File: src/rtl/bist_sequencer.sv
// Programmable memory BIST sequencer: holds a short march program and replays it
// against an external memory-under-test, counting and locating read mismatches.
module bist_sequencer #(
    parameter int DEPTH      = 256,
    parameter int PROG_DEPTH = 8
) (
    input  logic       clk,
    input  logic       rst_n,
    input  logic       prog_we,
    input  logic [9:0] prog_data,
    input  logic       prog_clr,
    input  logic       start,
    output logic       mut_en,
    output logic       mut_we,
    output logic [7:0] mut_addr,
    output logic [6:0] mut_wdata,
    input  logic [6:0] mut_rdata,
    output logic       busy,
    output logic       done,
    output logic       fail,
    output logic [7:0] fail_addr,
    output logic [2:0] fail_step,
    output logic [7:0] err_cnt,
    output logic [3:0] prog_cnt
);

    typedef enum logic [2:0] {
        IDLE, FETCH, WR, RD, CMP, RMW_WR, DONE
    } state_e;

    typedef enum logic [1:0] {
        OP_END = 2'b00,
        OP_W   = 2'b01,
        OP_R   = 2'b10,
        OP_RW  = 2'b11
    } op_e;

    localparam logic [7:0] LAST_ADDR = 8'(DEPTH - 1);

    state_e     state_q, state_d;
    logic [3:0] step_q, step_d;
    logic [3:0] prog_cnt_q, prog_cnt_d;
    logic       busy_q, busy_d;
    logic       done_q, done_d;
    logic       fail_q, fail_d;
    logic [7:0] fail_addr_q, fail_addr_d;
    logic [2:0] fail_step_q, fail_step_d;
    logic [7:0] err_cnt_q, err_cnt_d;
    logic       mut_en_q, mut_en_d;
    logic       mut_we_q, mut_we_d;
    logic [7:0] mut_addr_q, mut_addr_d;
    logic [6:0] mut_wdata_q, mut_wdata_d;

    logic [9:0] prog_mem [PROG_DEPTH];
    logic       prog_wr;
    logic       advance;

    logic [9:0] cur_word;
    op_e        cur_op;
    logic       cur_dir;
    logic [6:0] cur_pat;
    logic       at_last;
    logic [7:0] next_addr;

    // Step index wraps the 3-bit memory index; bit 3 only matters for the
    // full-program end test against prog_cnt.
    assign cur_word  = prog_mem[step_q[2:0]];
    assign cur_op    = op_e'(cur_word[9:8]);
    assign cur_dir   = cur_word[7];
    assign cur_pat   = cur_word[6:0];
    assign at_last   = cur_dir ? (mut_addr_q == 8'd0) : (mut_addr_q == LAST_ADDR);
    assign next_addr = cur_dir ? (mut_addr_q - 8'd1) : (mut_addr_q + 8'd1);

    always_comb begin
        // NOTE: every always_comb output gets a default first so no path leaves it
        // unassigned; otherwise synthesis infers a latch.
        state_d     = state_q;
        step_d      = step_q;
        prog_cnt_d  = prog_cnt_q;
        busy_d      = busy_q;
        done_d      = done_q;
        fail_d      = fail_q;
        fail_addr_d = fail_addr_q;
        fail_step_d = fail_step_q;
        err_cnt_d   = err_cnt_q;
        mut_en_d    = 1'b0;
        mut_we_d    = 1'b0;
        mut_addr_d  = mut_addr_q;
        mut_wdata_d = mut_wdata_q;
        prog_wr     = 1'b0;
        advance     = 1'b0;

        unique case (state_q)
            IDLE: begin
                if (prog_clr) begin
                    prog_cnt_d  = 4'd0;
                    done_d      = 1'b0;
                    fail_d      = 1'b0;
                    fail_addr_d = 8'd0;
                    fail_step_d = 3'd0;
                    err_cnt_d   = 8'd0;
                end else if (prog_we) begin
                    if (prog_cnt_q < 4'(PROG_DEPTH)) begin
                        prog_wr    = 1'b1;
                        prog_cnt_d = prog_cnt_q + 4'd1;
                    end
                end else if (start) begin
                    done_d      = 1'b0;
                    fail_d      = 1'b0;
                    fail_addr_d = 8'd0;
                    fail_step_d = 3'd0;
                    err_cnt_d   = 8'd0;
                    step_d      = 4'd0;
                    busy_d      = 1'b1;
                    state_d     = FETCH;
                end
            end
            FETCH: begin
                if (step_q == prog_cnt_q || cur_op == OP_END) begin
                    busy_d  = 1'b0;
                    done_d  = 1'b1;
                    state_d = DONE;
                end else begin
                    mut_addr_d = cur_dir ? LAST_ADDR : 8'd0;
                    mut_en_d   = 1'b1;
                    if (cur_op == OP_W) begin
                        mut_we_d    = 1'b1;
                        mut_wdata_d = cur_pat;
                        state_d     = WR;
                    end else begin
                        state_d = RD;
                    end
                end
            end
            WR:     advance = 1'b1;
            RD:     state_d = CMP;
            CMP: begin
                if (mut_rdata != cur_pat) begin
                    if (err_cnt_q != 8'hFF) err_cnt_d = err_cnt_q + 8'd1;
                    if (!fail_q) begin
                        fail_addr_d = mut_addr_q;
                        fail_step_d = step_q[2:0];
                    end
                    fail_d = 1'b1;
                end
                if (cur_op == OP_RW) begin
                    mut_en_d    = 1'b1;
                    mut_we_d    = 1'b1;
                    mut_wdata_d = ~cur_pat;
                    state_d     = RMW_WR;
                end else begin
                    advance = 1'b1;
                end
            end
            RMW_WR: advance = 1'b1;
            DONE:   state_d = IDLE;
            default: state_d = IDLE;
        endcase

        // Shared end-of-address handling for W, R and RW elements.
        if (advance) begin
            if (at_last) begin
                step_d  = step_q + 4'd1;
                state_d = FETCH;
            end else begin
                mut_addr_d = next_addr;
                mut_en_d   = 1'b1;
                if (cur_op == OP_W) begin
                    mut_we_d    = 1'b1;
                    mut_wdata_d = cur_pat;
                    state_d     = WR;
                end else begin
                    state_d = RD;
                end
            end
        end
    end

    // NOTE: state flops use non-blocking assignments so every flop samples the
    // pre-edge value of the others; blocking here would create ordering races.
    always_ff @(posedge clk or negedge rst_n) begin
        if (!rst_n) begin
            state_q     <= IDLE;
            step_q      <= 4'd0;
            prog_cnt_q  <= 4'd0;
            busy_q      <= 1'b0;
            done_q      <= 1'b0;
            fail_q      <= 1'b0;
            fail_addr_q <= 8'd0;
            fail_step_q <= 3'd0;
            err_cnt_q   <= 8'd0;
            mut_en_q    <= 1'b0;
            mut_we_q    <= 1'b0;
            mut_addr_q  <= 8'd0;
            mut_wdata_q <= 7'd0;
        end else begin
            state_q     <= state_d;
            step_q      <= step_d;
            prog_cnt_q  <= prog_cnt_d;
            busy_q      <= busy_d;
            done_q      <= done_d;
            fail_q      <= fail_d;
            fail_addr_q <= fail_addr_d;
            fail_step_q <= fail_step_d;
            err_cnt_q   <= err_cnt_d;
            mut_en_q    <= mut_en_d;
            mut_we_q    <= mut_we_d;
            mut_addr_q  <= mut_addr_d;
            mut_wdata_q <= mut_wdata_d;
        end
    end

    // NOTE: program storage has no reset; entries are unreachable until written
    // because prog_cnt resets to zero, so a reset would only cost area.
    always_ff @(posedge clk) begin
        if (prog_wr) prog_mem[prog_cnt_q[2:0]] <= prog_data;
    end

    assign busy      = busy_q;
    assign done      = done_q;
    assign fail      = fail_q;
    assign fail_addr = fail_addr_q;
    assign fail_step = fail_step_q;
    assign err_cnt   = err_cnt_q;
    assign prog_cnt  = prog_cnt_q;
    assign mut_en    = mut_en_q;
    assign mut_we    = mut_we_q;
    assign mut_addr  = mut_addr_q;
    assign mut_wdata = mut_wdata_q;

endmodule

File: config.mk
export PLATFORM = sky130hd
export DESIGN_NAME = bist_sequencer
export DESIGN_NICKNAME = d
export VERILOG_FILES = /design/src/rtl/bist_sequencer.sv
export SDC_FILE = /design/constraint.sdc
export NUM_CORES = 1
export LEC_CHECK = 0
export ABC_AREA = 1
export BUFFER_PORTS_ARGS = -buffer_cell sky130_fd_sc_hd__clkbuf_2
export CORE_MARGIN = 5
export CORE_UTILIZATION = 30
export CTS_CLUSTER_DIAMETER = 50
export DETAILED_ROUTE_END_ITERATION = 7
export GPL_TIMING_DRIVEN = 0
export PLACE_DENSITY_LB_ADDON = 0.15
export SYNTH_ARGS = -nofsm -noshare
export SYNTH_HDL_FRONTEND = slang
export SYNTH_SLANG_ARGS = --single-unit
export TNS_END_PERCENT = 50
File: constraint.sdc
create_clock -name clk -period 4.4 [get_ports clk]
set_input_delay 0.44 -clock clk [delete_from_list [all_inputs] [get_ports clk]]
set_output_delay 0.44 -clock clk [all_outputs]
set_load 0.005 [all_outputs]
# After elaboration in Yosys (flattened, before gate mapping)
# Memory sizes are Yosys's and may differ from the RTL's.
# Cells that the tools add are included.
[word_totals] ff_bits=50 ramBits=80 inputBits=22 out_inout_bits=43 elab_cells=140 memories=1
[mem_list] name="prog_mem" depth=8 word_bits=10 read_ports=1 rd_clocked_by_memory_dff=0 wr=1 line="54" rtl="logic [9:0] prog_mem [PROG_DEPTH];"
[classes] n_addsub=5 order_cmp=1 n_eq_ne=25 muxes=78 bitwise=1 reduce_logical=16
[ops] cell="2-to-1 mux 8 bit" n=13
[ops] cell="2-to-1 mux 7 bit" n=6
[ops] cell="2-to-1 mux 3 bit" n=12
[ops] cell="2-to-1 mux 4 bit" n=9
[ops] cell="one-hot mux 8 bit (2 select lines)" n=2
[ops] cell="2-to-1 mux 1 bit" n=27
[ops] cell="AND reduction 5 bit" n=4
[ops] cell="inequality test 3 bit, second input constant" n=6
[ops] cell="adder 8 x 1 -> 8 bit, second input constant" n=2
[ops] cell="one-hot mux 3 bit (5 select lines)" n=1
[ops] cell="inequality test 2 bit, second input constant" n=7
[ops] cell="one-hot mux 7 bit (2 select lines)" n=1
[ops] cell="one-hot mux 1 bit (2 select lines)" n=6
[ops] cell="adder 4 x 1 -> 4 bit, second input constant" n=2
[ops] cell="== test 8 bit, second input constant" n=1
[ops] cell="logical NOT 8 bit" n=1
[ops] cell="inequality test 8 bit, second input constant" n=1
[ops] cell="AND reduction 4 bit" n=2
[ops] cell="nonzero test 2 bit" n=4
[ops] cell="subtractor 8 x 1 -> 8 bit, second input constant" n=1
[ops] cell="inequality test 7 bit" n=1
[ops] cell="NOT 7 bit" n=1
[ops] cell="== test 3 x 2 -> 1 bit, second input constant" n=2
[ops] cell="== test 3 bit, second input constant" n=2
[ops] cell="other kinds (12)" n=12

# Logic depth before layout (Yosys ltp)
# Gate-level depths: netlist of run 1.
# An unclocked memory read counts as a cell.
[depth] ltp_word=8 depth_mapped=17 mapped_depth_nobuf=15

# Least setup slack after synthesis of run 1
# OpenSTA, ideal clock, no wires.
[synth_timing] path_kind="reg-to-reg" start="reg step_q[0]" end="reg mut_addr_q[6] (netlist: mut_addr[6])" setup_time_ns=0.117 arrival_time_ns=2.302 required_ns=4.283 path_slack_ns=1.982 stages_incl_launch_ff=18 path_buffers=2 period_less_slack_ns=2.418 cell_sequence="dfrtp_1 buf_6 buf_6 nor2_1 nor2_1 o21ai_0 o211ai_1 nand2_2 inv_1 ha_1 nand2_1 o21ai_0 a21oi_1 nor2_1 nor2_1 xor2_1 nor2_1 nor2_1"
[synth_between] elab_chain_cells=7 elab_cells_between_ends=14
[synth_lines] item="start, declared" line="41" rtl="logic [3:0] step_q, step_d;"
[synth_lines] item="start signal, assigned" line="198" rtl="step_q <= step_d;"
[synth_lines] item="memory (8 x 10 bit)"
[synth_lines] item="logical NOT 2 bit" line="119" rtl="if (step_q == prog_cnt_q || cur_op == OP_END) begin"
[synth_lines] item="logical OR 1 bit" line="119"
[synth_lines] item="2-to-1 mux 8 bit" line="119"
[synth_lines] item="2-to-1 mux 8 bit" line="93" rtl="unique case (state_q)"
[synth_lines] item="2-to-1 mux 8 bit" line="162" rtl="if (at_last) begin"
[synth_lines] item="2-to-1 mux 8 bit (*)" line="161" rtl="if (advance) begin"
[synth_lines] item="via mut_addr_d[6]" line="51" rtl="logic [7:0] mut_addr_q, mut_addr_d;"
[synth_lines] item="end signal, assigned" line="208" rtl="mut_addr_q <= mut_addr_d;"
[synth_lines] item="end, declared" line="51"
# The timed path passes the listed nets; every way through them passes the cells marked *.
# A chain may end at the register's enable or synchronous reset.

# Final worst setup path of run 1
[layout_timing] start="reg step_q[2]" end="reg mut_addr_q[6] (netlist: mut_addr[6])"
# The elaborated chain is that of the path after synthesis.

==> results of run 1 <==
-- kinds of logic (layout without fill, tap and decap cells) --
kind of cell             after synthesis  in the layout  share of synthesized area [%]
buffers and inverters                111            211                           7.80
XOR/XNOR                              18             18                           2.52
adder cells (fa/ha/maj)               10             10                           2.03
AND/OR/NAND/NOR                      419            419                           27.6
AO/OA/AOI/OAI                         50             50                           4.26
flip-flops                           130            130                           55.8
-- synthesized netlist by cell type, types with 4 or more instances --
master and count:
buf_6 7, xor2_1 11, nand2_1 240, a21oi_1 10, nor2_1 71, inv_1 86
nor3_1 6, xnor2_1 6, dfrtp_1 50, o21ai_1 9, edfxtp_1 80, nand4_1 19
ha_1 9, buf_2 4, o21ai_0 23, nand3_1 65, nand2_2 6, buf_4 6
-- where the power goes --
group / internal, mW / switching, mW
Combinational: 0.838 / 1.57
Clock: 0.895 / 0.551
Sequential: 1.49 / 0.203
-- flip-flops by register name, indices dropped and copies added (netlist names) --
| name | count |
|---|---|
| prog_mem | 80 |
| err_cnt | 8 |
| fail_addr | 8 |
| mut_addr | 8 |
| mut_wdata | 7 |
| prog_cnt | 4 |
| step_q | 4 |
| fail_step | 3 |
| state_q | 3 |
| busy | 1 |
| done | 1 |
| fail | 1 |
| mut_en | 1 |
| mut_we | 1 |
-- path summary, 6_finish.rpt --
check | start | end | slack (ps) | depth (start not counted)
worst min-delay path | rst_n | err_cnt[2] | 110 | 1
max in group asynchronous | rst_n | fail_step[1] | 3800 | 1
worst max register to register | step_q[2] | mut_addr[6] | 1170 | 14
worst max-delay path | step_q[2] | mut_addr[6] | 1170 | 14
worst min register to register | fail_step[0] | fail_step[0] | 470 | 2
min in group clk | prog_data[4] | prog_mem[2][4] | 290 | 1
-- layer usage --
layer | track usage, % | vias to the layer above
met5 | 0 | -
met4 | 4.38 | 0
met3 | 3.44 | 14
met2 | 25.3 | 113
met1 | 20.3 | 2323
li1 | - | 2575
-- area by class of cell --
| cell class | instances | share of cell area (%) |
|---|---|---|
| plain buffers | 21 | 2.16 |
| flip-flops and latches | 130 | 46.4 |
| inverters | 90 | 4.32 |
| clock buffers | 20 | 5.55 |
| multi-input cells | 497 | 30.4 |
| clock inverters | 12 | 2.00 |
| well taps | 280 | 4.45 |
| repair buffers | 68 | 4.67 |
-- critical path, cell delays in order, from the launching register on --
cell and delay (ps):
dfrtp_1 460, inv_1 100, clkbuf_1 570, o211ai_1 310, nand2_2 190, inv_1 180
ha_1 420, nand2_1 70, o21ai_0 260, a21oi_1 110, nor2_1 110, nor2_1 60
xor2_1 140, nor2_1 90, nor2_1 50
-- stage by stage --
step                worst slack [ps]  total power [mW]  std cells
CTS                             1200              5.61       1118
finish                          1170              5.55       1118
floorplan                       1980              3.37        738
global route                     851              6.02       1118
detailed placement              1210              4.14       1086
global placement                 833              4.14       1082
==> impl_metrics.toml, run 1 <==
[detailed_routing]
wl_met2_mm = 8.68
drtIter0Drc = 251
maxUsedRoutingLayer = "met4"
wl_met1_mm = 8.39
drtPass1Iterations = 5
wl_mm = 18.3
wl_per_cell_um = 16.3
drc = 0
vias_per_cell = 4.49
dr_wl_met3_um = 930
drtAntennaViolNets = 0
dr_total_vias = 5025

[cts]
cts_hold_buffers = 0
ctsHtreeMaxLevel = 4
worstSkewPairLatency_ps = 420
cts_buffer_depth = 2
cts.sinks = 130
clk_pin_slew_ps = 60
cts_tree = "yes"
cts_setup_buffers = 0
cts_root_buffer = "clkbuf_16"
cts_made_buffers = 17
cts_resized = 0

[timing]
period_needed_ps = 3230
hold_viol = 0
fmax_mhz = 310
whs_ps = 109
fin_skew_ps = 10.3
finalSetupViolations = 0
final_max_slew_viol_count = 0
period_share_pct = 73.4
tightest_slew_ps = 1330
slew_headroom_pct = 10.7
setup_tns_ps = 0
grt_setup_unrepaired = "no"

[global_routing]
grt_first_pass_wirelength_mm = 28.5
antenna_found_initial = 0
grt_pass1_vias = 4898
overflow = 0
grt_use_total_pct = 15.3
grt_start_max_net_pins = 51

[floorplan]
core_sq_mm = 0.0216
io_pins = 65
fp.dieH_um = 158
initial_core_util_pct = 30.3
dieWidth_um = 158
dieArea_sq_mm = 0.0249
num_rows = 54

[placed_design]
place_area_sq_mm = 0.00728
dp_hpwl_mm = 12.7
numPortBuffers = 64
gp_congestion = 0.809

[setup_path]
path_class = "register to register"
cp.required_ps = 4710
arrival_ps = 3540
startpoint_type = "register"
cp-end-kind = "register"
cp_max_fo = 10

[final_layout]
final_layout_size_suffix_gt1_share_pct = 16.7
syn_to_final_growth_pct = 20.3
layout_commonest_cell = "nand2_1"
mostFrequentLayoutCells = "240 x nand2_1, 86 x inv_1, 80 x edfxtp_1"
final_area_sq_mm = 0.00787
multi_input_area_sq_mm = 0.00240
antenna_cells = 0
fin_util_pct = 36.4
num-fill-cells = 2231
seq_area_sq_mm = 0.00365
fin_nets = 857

[synthesis]
ys_ff_latch = 130
synth-seq-area-share_pct = 55.8
yosys.cell_types.count = 38
yosys_warnings = 0
synth_cells = 738
synth-edff-count = 80
netlist.area_leader.share_pct = 36.7
synth_top_cell_by_area = "edfxtp_1"
async_flop_share_pct = 38.5
synthTopCellsByArea = "edfxtp_1 37%, dfrtp_1 19%, nand2_1 14%, nand3_1 5.0%, inv_1 4.9%"
syn_avg_cell_area_sq_um = 8.87
syn-cell-area_sq_mm = 0.00654
synth_top_flop_cell = "edfxtp_1"
mappedNetlistNets = 770

[min_path]
hp-class = "input port to asynchronous set/reset pin"

[job]
drv_cap = 0

[run_status]
status = "complete, no violations"

[pwr]
ir_drop_mv = 0.318
power.leakage_nw = 3.67
powerDensity_mw_per_mm2 = 705
No activity file was read; power rests on OpenSTA's default activity.
==> inputs of run 2 (changes only) <==
==> constraint.sdc (replaced) <==
create_clock -name clk -period 3 [get_ports clk]
set_input_delay 0.3 -clock clk [delete_from_list [all_inputs] [get_ports clk]]
set_output_delay 0.3 -clock clk [all_outputs]
set_load 0.005 [all_outputs]
==> impl_metrics.toml, run 2 (same netlist as run 1, synthesis figures left out) <==
[run_status]
status = "complete, no violations"

[final_layout]
antenna_cells = 0
final_layout_size_suffix_gt1_share_pct = 18.3
largest_reg_flops = 80
fin_nets = 861
layout_commonest_cell = "nand2_1"
instances_no_fill = 1122
mostFrequentLayoutCells = "240 x nand2_1, 84 x inv_1, 80 x edfxtp_1"
fin_util_pct = 36.7
syn_to_final_growth_pct = 21.4

[timing]
fin_skew_ps = 10.1
fmax_mhz = 358
final_max_slew_viol_count = 0
hold_viol = 0
finalSetupViolations = 0
tightest_slew_ps = 1260
grt_setup_unrepaired = "yes"
slew_headroom_pct = 15.9
period_needed_ps = 2790
period_share_pct = 93.1

[detailed_routing]
drtIter0Drc = 249
vias_per_cell = 4.50
drtPass1Iterations = 6
wl_per_cell_um = 16.3
drc = 0
dr_total_vias = 5048
wl_mm = 18.2
drtAntennaViolNets = 0

[min_path]
min_delay_path_depth = 1
hp-class = "input port to register"

[pwr]
netSwitchingFraction_pct = 41.9
combPwrFrac_pct = 44.5
p_seq_share_pct = 29.9
p_sw_mw = 3.48
power_mw = 8.29
intPower_mw = 4.82
power.leakage_nw = 3.68
power.share.clock_pct = 25.6
ir_drop_mv = 0.465
powerDensity_mw_per_mm2 = 1040

[setup_path]
startpoint_type = "register"
cp_max_fo = 11
critPathMaxStageDelay_ps = 530
path_class = "register to register"
r2r_cells = 12
crit_chain = "clkinvlp_4 -> o211ai_1 -> nand2_2 -> buf_4 -> fa_1 -> o21ai_1 -> a21oi_1 -> nor2_1 -> nor2_1 -> xor2_1 -> nor2_1 -> nor2_1"
cp.required_ps = 3310
cp-end-kind = "register"
crit_top_cell = "nor2_1"
crit_slowest_cell = "dfrtp_1"
arrival_ps = 3100

[floorplan]
fp.dieH_um = 158
dieArea_sq_mm = 0.0249
core_sq_mm = 0.0216
num_rows = 54
dieWidth_um = 158
initial_core_util_pct = 30.3
io_pins = 65

[cts]
ctsHtreeMaxLevel = 4
clk_pin_slew_ps = 60
cts_buffer_depth = 2
cts_made_buffers = 17
cts_root_buffer = "clkbuf_16"
cts_tree = "yes"
cts.sinks = 130
worstSkewPairLatency_ps = 420

[global_routing]
grt_first_pass_wirelength_mm = 28.5
overflow = 0
grt_use_total_pct = 15.3
grt_start_max_net_pins = 51
grt_pass1_vias = 4904
antenna_found_initial = 0

[placed_design]
gp_congestion = 0.809
post-place-cells = 1086
dp_hpwl_mm = 12.7
numPortBuffers = 64

[job]
drv_cap = 0
run 2: layer usage:
metal | track usage, % | wire length [um] | up-vias
li1 | - | - | 2585
met3 | 3.44 | 747 | 14
met2 | 25.2 | 8540 | 88
met1 | 20.4 | 8700 | 2361
met5 | 0 | 0 | -
met4 | 4.38 | 258 | 0
run 2: critical path: cells and delay by family, from the launching register on:
family                     cells  cell delay [ps]
and+or+nand+nor                5              430
AOI/OAI and AO/OA              3              600
adders and majority gates      1              430
DFF                            1              530
xor gates and xnor gates       1              140
buffers and inverters          2              550
run 2: final cells by class:
class                           instances  area, sq um
Buffer                                 20          166
Clock buffer                           20          437
Clock inverter                         12          158
Fill cell                            2233        13700
Inverter                               90          348
Multi-Input combinational cell        497         2420
Sequential cell                       130         3650
Tap cell                              280          350
Timing Repair Buffer                   73          408
run 2: repair_timing:
action / 4_1_cts / 5_1_grt
setup endpoints to repair: 3 / 23
resized for setup: 0 / 11
hold endpoints to repair: 10 / 0
pin swaps: 0 / 1
hold buffers: 1 / 0
setup buffers: 0 / 4
run 2: final timing paths:
check	start	to	slack, ps
worst max-delay path	step_q[2]	mut_addr[6]	210
worst min-delay path	prog_data[4]	prog_mem[2][4]	150
worst max register to register	step_q[2]	mut_addr[6]	210
worst min register to register	fail_step[2]	fail_step[2]	470
max in group asynchronous	rst_n	step_q[0]	1990
min in group asynchronous	rst_n	err_cnt[3]	510
run 2: power by group through the flow:
stage / Sequential, mW / Combinational (mW) / Clock (mW)
finish: 2.48 / 3.69 / 2.12
global route: 2.52 / 4.21 / 2.25
CTS: 2.47 / 3.59 / 2.16
detailed placement: 2.51 / 3.57 / 0
global placement: 2.52 / 3.56 / 0
floorplan: 2.42 / 2.52 / 0
run 2: stage by stage:
stage / area [sq um] / hold WS (ps) / TNS, ps / setup WS (ps)
after floorplan: 6540 / 4.41 / 0 / 582
after global placement: 7210 / 456 / -16800 / -567
after detailed placement: 7280 / 453 / -353 / -188
after CTS: 7880 / 146 / 0 / 37.7
after global routing: 7940 / 158 / -113 / -102
final: 7940 / 154 / 0 / 207
==> inputs of run 3 (changes only) <==
--- a/config.mk
+++ b/config.mk
@@ -9,10 +9,10 @@
 export BUFFER_PORTS_ARGS = -buffer_cell sky130_fd_sc_hd__clkbuf_2
 export CORE_MARGIN = 5
 export CORE_UTILIZATION = 30
+export CTS_BUF_LIST = sky130_fd_sc_hd__clkbuf_4
 export CTS_CLUSTER_DIAMETER = 50
 export DETAILED_ROUTE_END_ITERATION = 7
 export GPL_TIMING_DRIVEN = 0
-export PLACE_DENSITY_LB_ADDON = 0.15
 export SYNTH_ARGS = -nofsm -noshare
 export SYNTH_HDL_FRONTEND = slang
 export SYNTH_SLANG_ARGS = --single-unit
==> impl_metrics.toml, run 3 (same netlist as run 1, synthesis figures left out) <==
[timing]
grt_setup_unrepaired = "yes"
period_needed_ps = 2830
finalSetupViolations = 0
final_max_slew_viol_count = 0
setup_tns_ps = 0
fin_skew_ps = 16.3
slew_headroom_pct = 20.9
period_share_pct = 94.2
tightest_slew_ps = 1180
fmax_mhz = 354
postLayoutSetupSlackWorst_ps = 174
whs_ps = 33.6
hold_viol = 0

[pwr]
powerDensity_mw_per_mm2 = 973
power.leakage_nw = 3.58
ir_drop_mv = 0.347

[cts]
cts_made_buffers = 17
clk_pin_slew_ps = 120
ctsHtreeMaxLevel = 4
cts_tree = "yes"
cts_root_buffer = "clkbuf_4"
cts.sinks = 130
worstSkewPairLatency_ps = 540
cts_buffer_depth = 2

[final_layout]
syn_to_final_growth_pct = 18.5
final_area_sq_mm = 0.00775
fin_util_pct = 35.9
final_layout_size_suffix_gt1_share_pct = 19.0
fin_nets = 867
mostFrequentLayoutCells = "240 x nand2_1, 84 x inv_1, 80 x edfxtp_1"
seq_area_sq_mm = 0.00365
multi_input_area_sq_mm = 0.00248
antenna_cells = 0
num-fill-cells = 2239
largest_reg_flops = 80
layout_commonest_cell = "nand2_1"

[setup_path]
crit_start = "step_q[0]"
startpoint_type = "register"
cp_max_fo = 10
reg2reg_slack_ps = 170
path_class = "register to register"
arrival_ps = 3250
cp-end-kind = "register"
reg2reg_from = "step_q[0]"
cp.required_ps = 3430

[min_path]
hold_start = "prog_data[5]"
hp-class = "input port to register"

[job]
drv_cap = 0

[floorplan]
dieArea_sq_mm = 0.0249
fp.dieH_um = 158
core_sq_mm = 0.0216
io_pins = 65
initial_core_util_pct = 30.3
dieWidth_um = 158
num_rows = 54

[global_routing]
grt_start_max_net_pins = 51
grt_first_pass_wirelength_mm = 25.9
antenna_found_initial = 0
grt_use_total_pct = 13.7
overflow = 0
grt_pass1_vias = 4753

[run_status]
status = "complete, no violations"

[detailed_routing]
wl_per_cell_um = 14.9
drtIter0Drc = 343
dr_total_vias = 5147
vias_per_cell = 4.57
wl_mm = 16.8
drtAntennaViolNets = 0
drc = 0
drtPass1Iterations = 5

[placed_design]
dp_slack_ps = -126
gp_congestion = 0.847
dp_hpwl_mm = 11.6
numPortBuffers = 64
place_area_sq_mm = 0.00726
## run 3: final cells by class
class | instances | share of cell area, %
Buffer | 20 | 2.21
Clock inverter | 12 | 1.76
Multi-Input combinational cell | 497 | 31.9
Inverter | 90 | 4.49
Timing Repair Buffer | 79 | 6.12
Sequential cell | 130 | 47.1
Tap cell | 280 | 4.52
Clock buffer | 19 | 1.84
## run 3: worst paths after layout
check,to,cells past startpoint
max in group asynchronous,mut_addr[7],3
worst max register to register,mut_addr[7],16
worst min-delay path,prog_mem[1][5],1
min in group asynchronous,err_cnt[2],2
worst max-delay path,mut_addr[7],16
worst min register to register,fail_step[1],2
## run 3: what timing repair did
action,CTS,global route
resized for setup,0,22
pin swaps,0,4
cloned,0,0
hold buffers,3,1
endpoints found under the setup margin,3,24
hold endpoints to repair,19,19
setup buffers,0,7
## run 3: per-stage QoR
step	power, mW	cells
3_5_place_dp	6.01	1085
6_report	7.54	1127
2_1_floorplan	4.94	738
3_3_place_gp	5.94	1082
4_1_cts	7.20	1118
5_1_grt	8.21	1127
## run 3: report_power, final
part           leakage (nW)  total (mW)  switching [mW]  internal [mW]
clock network         0.147        1.19           0.679          0.512
logic                  2.07        3.87            2.40           1.47
registers              1.37        2.48           0.307           2.18
## run 3: layer usage
layer	track usage [%]	routed length, um	vias up
li1	-	-	2600
met1	19.0	7740	2362
met2	21.2	7720	152
met3	3.09	1030	33
met4	4.42	299	0
met5	0	0	-
## run 3: worst max-delay path, cell delays in order (launching register included)
cell and delay, ps:
dfrtp_1 400, buf_6 130, inv_4 70, buf_4 190, o21ai_2 130, o211ai_1 90, buf_4 160, nand2_2 120
clkinvlp_4 270, buf_6 210, ha_4 270, a21oi_2 60, o31ai_2 220, a21oi_1 70, a21boi_0 120, o21ai_1 110
nand2_1 60
